## src/rtl/y86_pkg.sv

```systemverilog
// ---------------------------------------------------------------------------
// y86_pkg
// Shared constants for the Y86 pipeline condition-code logic:
//   - icode values that affect condition handling (IOPL, IJXX, ICMOVXX)
//   - ifun condition selectors (C_YES .. C_G)
//   - condition-code FSM states (ST_RUN, ST_FROZEN)
//   - bit positions of Z, S and O inside the packed {Z,S,O} vector
// ---------------------------------------------------------------------------
package y86_pkg;

    // Instruction codes relevant to condition codes
    localparam logic [3:0] ICMOVXX = 4'h2;
    localparam logic [3:0] IOPL    = 4'h6;
    localparam logic [3:0] IJXX    = 4'h7;

    // Condition selectors carried in ifun for jXX / cmovXX
    localparam logic [3:0] C_YES = 4'h0;
    localparam logic [3:0] C_LE  = 4'h1;
    localparam logic [3:0] C_L   = 4'h2;
    localparam logic [3:0] C_E   = 4'h3;
    localparam logic [3:0] C_NE  = 4'h4;
    localparam logic [3:0] C_GE  = 4'h5;
    localparam logic [3:0] C_G   = 4'h6;

    // Condition-code FSM states
    localparam logic [0:0] ST_RUN    = 1'b0;
    localparam logic [0:0] ST_FROZEN = 1'b1;

    // Bit indices into the {Z,S,O} vector
    localparam int ZSO_Z = 2;
    localparam int ZSO_S = 1;
    localparam int ZSO_O = 0;

endpackage

```

## src/rtl/cond_eval.sv

```systemverilog
// ---------------------------------------------------------------------------
// cond_eval
// Purely combinational evaluation of a Y86 branch/move condition from the
// stored condition codes.
// Ports:
//   cc   in  [2:0]  stored condition codes {Z,S,O}
//   ifun in  [3:0]  condition selector
//   cnd  out        1 when the selected condition holds
// ---------------------------------------------------------------------------
module cond_eval
    import y86_pkg::*;
(
    input  logic [2:0] cc,
    input  logic [3:0] ifun,
    output logic       cnd
);

    logic zf;
    logic sf;
    logic of;
    logic lt;

    assign zf = cc[ZSO_Z];
    assign sf = cc[ZSO_S];
    assign of = cc[ZSO_O];

    // Signed "less than" after a subtract is sign differing from overflow
    assign lt = sf ^ of;

    // Selector decode; reserved selectors 7..15 never take
    always_comb begin
        cnd = 1'b0;
        case (ifun)
            C_YES:   cnd = 1'b1;
            C_LE:    cnd = lt | zf;
            C_L:     cnd = lt;
            C_E:     cnd = zf;
            C_NE:    cnd = ~zf;
            C_GE:    cnd = ~lt;
            C_G:     cnd = ~lt & ~zf;
            default: cnd = 1'b0;
        endcase
    end

endmodule

```

## src/rtl/cond_code_unit.sv

```systemverilog
// ---------------------------------------------------------------------------
// cond_code_unit
// Condition-code register, execute-stage condition evaluation, memory-stage
// condition pipeline register and a saturating count of committed CC writes.
// A write-back exception freezes the CC register until reset.
//
// Build option: define COND_CMOV_EN to make cmovXX (icode 2) honour its
// condition; without it every cmov behaves as an unconditional rrmovl.
//
// Parameters:
//   CC_RST_VAL  reset value of {Z,S,O}
//   CNT_W       width of the CC-update counter
// Ports:
//   clk         in          clock, rising edge
//   rst_n       in          asynchronous active-low reset
//   e_zso       in  [2:0]   ALU flags {Z,S,O} of the execute-stage op
//   e_set_cc    in          execute-stage op requests a CC write
//   e_icode     in  [3:0]   execute-stage instruction code
//   e_ifun      in  [3:0]   execute-stage function code (condition)
//   m_exc       in          exception present in memory stage
//   w_exc       in          exception present in write-back stage
//   stall_m     in          hold the memory-stage register
//   bubble_m    in          clear the memory-stage register
//   cc_q        out [2:0]   registered condition codes {Z,S,O}
//   e_cnd       out         execute-stage condition result
//   m_cnd       out         e_cnd registered into the memory stage
//   frozen      out         FSM is in FROZEN
//   cc_upd_cnt  out [CNT_W] saturating count of committed CC writes
// ---------------------------------------------------------------------------
module cond_code_unit
    import y86_pkg::*;
#(
    parameter logic [2:0] CC_RST_VAL = 3'b100,
    parameter int         CNT_W      = 16
) (
    input  logic             clk,
    input  logic             rst_n,
    input  logic [2:0]       e_zso,
    input  logic             e_set_cc,
    input  logic [3:0]       e_icode,
    input  logic [3:0]       e_ifun,
    input  logic             m_exc,
    input  logic             w_exc,
    input  logic             stall_m,
    input  logic             bubble_m,
    output logic [2:0]       cc_q,
    output logic             e_cnd,
    output logic             m_cnd,
    output logic             frozen,
    output logic [CNT_W-1:0] cc_upd_cnt
);

    logic [0:0] state;
    logic       cond_raw;
    logic       cc_write;

    cond_eval u_cond_eval (
        .cc   (cc_q),
        .ifun (e_ifun),
        .cnd  (cond_raw)
    );

    // Only jXX (and cmovXX when enabled) are conditional; all other
    // instructions see a true condition.
    always_comb begin
        e_cnd = 1'b1;
        if (e_icode == IJXX) begin
            e_cnd = cond_raw;
        end
`ifdef COND_CMOV_EN
        else if (e_icode == ICMOVXX) begin
            e_cnd = cond_raw;
        end
`else
        else if (e_icode == ICMOVXX) begin
            e_cnd = 1'b1;
        end
`endif
    end

    // An exception anywhere downstream suppresses the write, so an excepting
    // instruction can never leave side effects in the flags.
    assign cc_write = e_set_cc & ~m_exc & ~w_exc & (state == ST_RUN);

    assign frozen = (state == ST_FROZEN);

    // FROZEN is absorbing; only reset returns to RUN
    always_ff @(posedge clk or negedge rst_n) begin
        if (!rst_n) begin
            state <= ST_RUN;
        end else if (w_exc) begin
            state <= ST_FROZEN;
        end
    end

    // Condition-code register and its saturating commit counter
    always_ff @(posedge clk or negedge rst_n) begin
        if (!rst_n) begin
            cc_q       <= CC_RST_VAL;
            cc_upd_cnt <= '0;
        end else if (cc_write) begin
            cc_q <= e_zso;
            if (cc_upd_cnt != {CNT_W{1'b1}}) begin
                cc_upd_cnt <= cc_upd_cnt + 1'b1;
            end
        end
    end

    // Memory-stage copy of the condition; bubble wins over stall
    always_ff @(posedge clk or negedge rst_n) begin
        if (!rst_n) begin
            m_cnd <= 1'b0;
        end else if (bubble_m) begin
            m_cnd <= 1'b0;
        end else if (!stall_m) begin
            m_cnd <= e_cnd;
        end
    end

endmodule

```

## config.mk

```make
export PLATFORM = sky130hd
export DESIGN_NAME = cond_code_unit
export DESIGN_NICKNAME = d
export VERILOG_FILES = /design/src/rtl/y86_pkg.sv /design/src/rtl/cond_eval.sv /design/src/rtl/cond_code_unit.sv
export SDC_FILE = /design/constraint.sdc
export NUM_CORES = 1
export LEC_CHECK = 0
export ABC_AREA = 1
export CORE_MARGIN = 10
export CORE_UTILIZATION = 30
export DETAILED_ROUTE_END_ITERATION = 10
export PLACE_DENSITY_LB_ADDON = 0.3
export SLEW_MARGIN = 20
export SYNTH_ARGS = -nofsm -noshare
export SYNTH_HDL_FRONTEND = slang
export SYNTH_SLANG_ARGS = --single-unit
```

## constraint.sdc

```tcl
create_clock -name clk -period 1.3 [get_ports clk]
set_clock_uncertainty 0.05 [all_clocks]
set_input_delay 0.26 -clock clk [delete_from_list [all_inputs] [get_ports clk]]
set_output_delay 0.26 -clock clk [all_outputs]
set_load 0.02 [all_outputs]
```

==> metrics.md, run 1 <==
| Metric | Value |
|---|---|
| Area Growth Syn to Fin | 104.8% |
| Iter 0 DRT Violations | 34 |
| Endpoints failing hold | 0 |
| Core Region | 4000 sq um |
| GRT overflow | 0 |
| Number of synthesized flops with an enable pin | 0 |
| Total power | 1210 uW |
| CP Max Fanout | 6 |
| Sequential share of the synthesized area | a little over two fifths |
| CTS Buf Count | 3 |
| Largest net degree at the start of global routing | 22 |
| Maximum vdd drop | 276.2 uV |
| RSZ-0062 raised after global routing | yes |
| Chip width | 84.29 um |
| Failing checks | setup timing |
| Drt drc | 0 |
| Cell area after synthesis | about 1200 sq um |
| Port-buffer cells | 39 |
| Area of the multi-input gates | about 790 sq um |
| Final min period | 1.631 ns |
| Fin Hold WS | 0.2815 ns |
| Comb pwr share | 9.8% |
| Crit path cell chain | ha_4 -> nand3_4 -> nor3_4 -> nand3_2 -> nand2_4 -> inv_8 -> buf_8 -> nand3b_4 -> nand2_2 |
| Seq. cell area | about 530 sq um |
| Reg power frac | a little over half |
| CTS Buffer Depth | 2 |
| Top delay family on crit path | simple AND/OR/NAND/NOR gates |
| Hold Crit Class | in -> async |
| Nets | around 300 |
| Outcome | complete, but fails checks |
| Cells after DPL | just under 300 |
| Hold Buf Count CTS | 0 |
| Top-count cell post-synth | nand2_1 |
| Ys flop type | dfrtp_1 |
| Startpoint types | flip-flop |
| Period utilisation layout | 125.5% |
| Cell count after synthesis | 168 |
| Post-route cell area | approximately 2500 sq um |
| CP peak stage delay | 0.40 ns |
| DR pass1 iterations | 3 |
| Critical-path top delay cell | dfrtp_2 |
| Syn Nets | between 150 and 200 |
| Int Pwr | 943.9 uW |
| Clk_lat worst skew | 0.26 ns |
| Commonest cells post-synth | nand2_1, inv_1, dfrtp_1 |
| Crit path buffers/inverters | 2 |
| Post-detailed-placement half-perimeter wirelength | 2.645 mm |
| Crit Path Category | reg -> reg |
| Final setup viols | 24 |
| # Max-Cap Violations | 0 |
| WP data required | approximately 1.4 ns |
| Initial Utilization | between 30 and 40% |
| Cell variety after synth | 24 |
| Slew Viols, Final | 0 |
| I/O pin count | 40 |
| Antenna violations before repair | 0 |
| Share of the synthesized area in the top cell type | 40.36% |
| PD cells | around 480 nW/um^2 |
| Root Driver | clkbuf_8 |
| Worst path arrival time | between 1.5 and 2 ns |
| Relative slew slack | 79.46% |
| Final WS setup | -0.3313 ns |
| Synthesized flop and latch total | 21 |
| Antenna-violating nets left | 0 |
| Avg Cell Area, Syn | 7.381 sq um |
| # clock sinks | 21 |
| Worst-Margin Slew | 0.3070 ns |
| Antenna Cells | 0 |
| Floorplan row count | 23 |
| Synth area leader | dfrtp_1 |
| Leak | 0.001319 uW |
| GRT Util Overall | 11.47% |
| Die ar. | between 7000 and 8000 sq um |
| Fill count | 330 |
| Clock Power Share | between 30% and 40% |
| Worst-path clk slew | approximately 0.08 ns |
| Finished Layout Cells | 332 |
| Async set or reset register ratio after synthesis | 100.0% |
| Core Util, Final | 63.50% |
| Crit. End Element | flip-flop |
| Htree depth | 1 |
| Final WL | 4.088 mm |
| Max Freq | 613.0 MHz |
| Via density | between 4 and 5 |
| Placer Congestion | 0.8525 |
| Placed Area | about 2000 sq um |
| Layout cell share with drive strength beyond 1 | 54.61% |
| Largest cells by area after synthesis | dfrtp_1, nand2_1, inv_1 |
| Vias | 1458 |
| Vias in the first global route | about 1.5k |
| Wire per inst | about 12 um |
| Switching Fraction | approximately 22% |
| Sw power | 266.2 uW |
| Synth Warn # | 0 |
| CTS tree | built |
| Die Span Y | 84.29 um |
| First-pass GRT wire length | 6.858 mm |
-- power groups by stage --
stage | Combinational [uW] | Clock [uW] | Sequential [uW]
after floorplan | 20.5 | 0 | 672
after global placement | 108 | 0 | 669
after detailed placement | 109 | 0 | 669
after CTS | 118 | 449 | 656
after global routing | 131 | 483 | 656
final | 119 | 435 | 656
-- worst reg2reg max path, stage by stage (launching register included) --
cell	delay, ns
dfrtp_2	0.40
ha_4	0.15
nand3_4	0.09
nor3_4	0.20
nand3_2	0.16
nand2_4	0.16
inv_8	0.06
buf_8	0.14
nand3b_4	0.07
nand2_2	0.05
-- through the flow --
step,TNS [ns],worst slack [ns]
after floorplan,-2.620,-0.2137
after global placement,-8.565,-0.8048
after detailed placement,-8.701,-0.8106
after CTS,-4.099,-0.3174
after global routing,-7.026,-0.4321
final,-4.887,-0.3313
-- path summary, 6_finish.rpt --
| kind | startpoint | end | slack [ns] | cells after the start |
|---|---|---|---|---|
| max | cc_upd_cnt[0] | cc_upd_cnt[11] | -0.33 | 9 |
| min | rst_n | cc_upd_cnt[5] | 0.28 | 2 |
| max reg2reg | cc_upd_cnt[0] | cc_upd_cnt[11] | -0.33 | 9 |
| min reg2reg | cc_q[2] | cc_q[2] | 0.44 | 2 |
| max in group asynchronous | rst_n | cc_q[2] | 0.70 | 2 |
| min in group clk | w_exc | frozen | 0.31 | 3 |
-- repair_timing --
action,in CTS,in global routing
buffers inserted,23,16
endpoints found under the hold margin,0,0
gates resized for setup,138,55
endpoints found under the setup margin,38,35
pin swaps,21,17
-- sequential cells by signal, indices dropped and copies added, names as in the netlist --
signal	flops
cc_q	3
cc_upd_cnt	16
frozen	1
m_cnd	1
-- cell families (layout without fill, tap and decap cells) --
logic type	after synthesis	after routing	share of synthesized area [%]
and+or+nand+nor	99	99	35.32
AOI/OAI and AO/OA	12	12	6.054
DFF	21	21	42.48
xor gates and xnor gates	9	9	6.357
buffers and inverters	26	140	8.779
adders and majority gates	1	1	1.009
-- area by class of cell --
cell class / count / area share, %
clock buffer: 4 / 1.773
inverter: 24 / 3.842
multi-input combinational: 121 / 30.94
sequential: 21 / 20.94
tap: 50 / 2.463
timing repair buffer: 112 / 40.05
-- per-layer routing --
metal  global-route usage [%]  wire length (um)
met2                    20.26              2048
met3                    3.671               254
met4                    3.196                60
met1                    12.82              1725
met5                        0                 0
-- layout by cell type (no fill, tap or decap), types with 2 or more instances in the layout --
| cell | synthesis | final |
|---|---|---|
| buf_4 | 1 | 44 |
| nand2_1 | 63 | 43 |
| buf_6 | 1 | 36 |
| nand2_2 | 2 | 18 |
| inv_1 | 23 | 18 |
| dfrtp_1 | 20 | 16 |
| clkdlybuf4s50_1 | 0 | 12 |
| nor2_1 | 15 | 10 |
| dlygate4sd2_1 | 0 | 8 |
| buf_2 | 0 | 7 |
| o21ai_2 | 4 | 6 |
| inv_2 | 1 | 5 |
| nand3_1 | 7 | 4 |
| o21ai_1 | 0 | 4 |
| nand2_4 | 0 | 4 |
| nor2_2 | 0 | 4 |
| nand3_2 | 2 | 4 |
| xor2_1 | 4 | 4 |
| xnor2_1 | 5 | 4 |
| dfrtp_2 | 0 | 4 |
| nor3_4 | 1 | 3 |
| clkbuf_8 | 0 | 3 |
| nor3_2 | 1 | 2 |
| clkbuf_2 | 0 | 2 |
No activity file was read; power rests on OpenSTA's default activity.
==> inputs of run 2 (changes only) <==
--- a/config.mk
+++ b/config.mk
@@ -10,6 +10,7 @@
 export CORE_UTILIZATION = 30
 export DETAILED_ROUTE_END_ITERATION = 10
 export PLACE_DENSITY_LB_ADDON = 0.3
+export SETUP_SLACK_MARGIN = 0.5
 export SLEW_MARGIN = 20
 export SYNTH_ARGS = -nofsm -noshare
 export SYNTH_HDL_FRONTEND = slang
==> run 2 against run 1 <==
Compared with the run above: the flow still finishes with violations (setup timing); final cell count up 0.90%; non-clock buffer count is 2 higher; power increased by 1.5%; routed wire length grew 14%; utilization increased by 4.3 points; sequential cell count unchanged; sequential power hardly changed; register-to-register slack gained 0.02 ns; cell area rose by 6.7%; largest cell class unchanged.
==> metrics.md, run 2 (synthesis gave the netlist of run 1 again) <==
| Metric | Value |
|---|---|
| Outcome | complete, but fails checks |
| Failing checks | setup timing |
| Port-buffer cells | 39 |
| Final WS setup | -0.3280 ns |
| Int Pwr | 947.2 uW |
| Largest net degree at the start of global routing | 22 |
| Layout cell share with drive strength beyond 1 | about three fifths |
| GRT overflow | 0 |
| Die Span Y | 84.29 um |
| Final WL | 4.648 mm |
| CTS tree | built |
| Critical-path top delay cell | dfrtp_2 |
| Via density | roughly 4.5 |
| Reg2reg start | cc_upd_cnt[0] |
| Relative slew slack | 79.55% |
| Period utilisation layout | 125.2% |
| Startpoint types | flip-flop |
| Initial Utilization | 31.00% |
| Fill count | about 310 |
| Vias in the first global route | 1639 |
| Largest regs | cc_upd_cnt: 16 flops, cc_q: 3 flops |
| Endpoints failing hold | 0 |
| Largest register FFs | 16 |
| Top delay family on crit path | simple AND/OR/NAND/NOR gates |
| Crit. End Element | primary output |
| Post-detailed-placement half-perimeter wirelength | around 2.7 mm |
| Area Growth Syn to Fin | 118.6% |
| Seq. cell area | 535.5 sq um |
| Hold Crit Class | in -> async |
| Post-route cell area | 2710 sq um |
| Iter 0 DRT Violations | 48 |
| CP dominant cell by count | nand2_1 |
| Leak | 0.001387 uW |
| Core Region | roughly 4000 sq um |
| Switching Fraction | 22.85% |
| CP peak stage delay | 0.43 ns |
| Clk_lat worst skew | ~0.26 ns |
| Reg2Reg Depth | 9 |
| Die ar. | approximately 7000 sq um |
| Clock Power Share | a little over a third |
| Floorplan row count | 23 |
| Most common cell after layout, fill and taps aside | buf_6 |
| DP Worst Slack | -0.8266 ns |
| Wire per inst | between 10 and 15 um |
| GRT Util Overall | 12.99% |
| # clock sinks | 21 |
| Placer Congestion | a little under 0.8 |
| Final setup viols | 24 |
| # Max-Cap Violations | 0 |
| Drt drc | 0 |
| Nets | 305 |
| Root Driver | clkbuf_8 |
| Worst-path clk slew | 0.08 ns |
| Fin Hold WS | around 0.28 ns |
| Area of the multi-input gates | around 810 sq um |
| Chip width | 84.29 um |
| Antenna violations before repair | 0 |
| Antenna-violating nets left | 0 |
| First-pass GRT wire length | between 7 and 8 mm |
| Slew Viols, Final | 0 |
| WP data required | around 0.99 ns |
| Crit path cell chain | inv_2 -> nand2_2 -> nand2_1 -> nand2_1 -> nand2_1 -> nand2_1 -> nand2_1 -> nand2_2 -> nand2_2 -> buf_6 |
| R2R Setup Slk | -0.31 ns |
| Htree depth | 1 |
| Comb pwr share | between 10% and 20% |
| Reg power frac | ~54% |
| Biggest register | cc_upd_cnt |
| Cells after DPL | 293 |
| Finished Layout Cells | roughly 340 |
| RSZ-0062 raised after global routing | yes |
| CTS Buf Count | 3 |
| DR pass1 iterations | 4 |
| Crit Path Category | reg -> out |
| PD cells | 453.0 nW/um^2 |
| Max Freq | 614.3 MHz |
| Reg2reg end | cc_upd_cnt[15] |
| Maximum vdd drop | 362.0 uV |
| Worst-Margin Slew | 0.3044 ns |
| Final min period | 1.628 ns |
| CTS Buffer Depth | 2 |
| Setup_tns | -5.741 ns |
| Vias | 1508 |
| Worst path arrival time | 1.32 ns |
| Crit path buffers/inverters | 2 |
| Antenna Cells | 0 |
| I/O pin count | 40 |
| CP Max Fanout | 3 |
| Sw power | 280.6 uW |
| Placed Area | 2006 sq um |
| Commonest cells after routing, fill and taps aside | buf_6, nand2_1, buf_4 |
## run 2: cell types whose count changed in the layout (fill, tap and decap cells not counted), moves of 3 or more
cell / before / now
nand2_2: 18 / 21
nand2_1: 43 / 40
buf_4: 44 / 39
buf_6: 36 / 52
buf_2: 7 / 1
dfrtp_1: 16 / 13
dfrtp_2: 4 / 7
dlygate4sd2_1: 8 / 4
## run 2: routing by layer
metal | GRT usage, % | share of wire (%) | vias to the layer above | wire [um]
li1 | - | - | 755 | -
met1 | 13.88 | 40 | 700 | 1881
met2 | 23.03 | 52 | 42 | 2409
met3 | 3.671 | 5.6 | 11 | 259
met4 | 5.936 | 2.1 | 0 | 98
met5 | 0 | 0 | - | 0
## run 2: how the worst max path moves through the flow
stage / slack (ns) / endpoint / from / depth (start not counted)
after floorplan: -0.21 / cc_upd_cnt[3] / cc_upd_cnt[0] / 9
after global placement: -0.80 / e_cnd / e_ifun[2] / 10
after detailed placement: -0.83 / e_cnd / e_ifun[0] / 9
after CTS: -0.31 / e_cnd / cc_q[0] / 10
after global routing: -0.43 / e_cnd / cc_q[0] / 10
final: -0.33 / e_cnd / cc_q[1] / 10
## run 2: timing repair
| item | in CTS | in global routing |
|---|---|---|
| resized for setup | 192 | 32 |
| cloned | 2 | 0 |
| pin swaps | 20 | 6 |
| buffers inserted | 27 | 9 |
| hold buffers | 0 | 0 |
| setup endpoints to repair | 42 | 42 |
## run 2: power groups by stage
stage               Sequential (uW)  Combinational (uW)  Clock [uW]
finish                          656                 129         442
global route                    657                 141         500
CTS                             656                 118         458
detailed placement              669                 107           0
global placement                669                 106           0
floorplan                       672                21.0           0
## run 2: layout make-up
type | count | area share (%)
flip-flops and latches | 21 | 19.76
repair buffers | 114 | 42.47
well taps | 50 | 2.308
multi-input cells | 121 | 29.82
clock buffers | 3 | 1.524
inverters | 24 | 3.509
clock inverters | 1 | 0.1847
repair inverters | 1 | 0.4155
## run 2: through the flow
step           total power [uW]  utilization [%]
2_1_floorplan             692.9                -
3_3_place_gp              775.2            50.14
3_5_place_dp              775.7            50.14
4_1_cts                    1232            63.50
5_1_grt                    1297            67.75
6_report                   1228            67.75
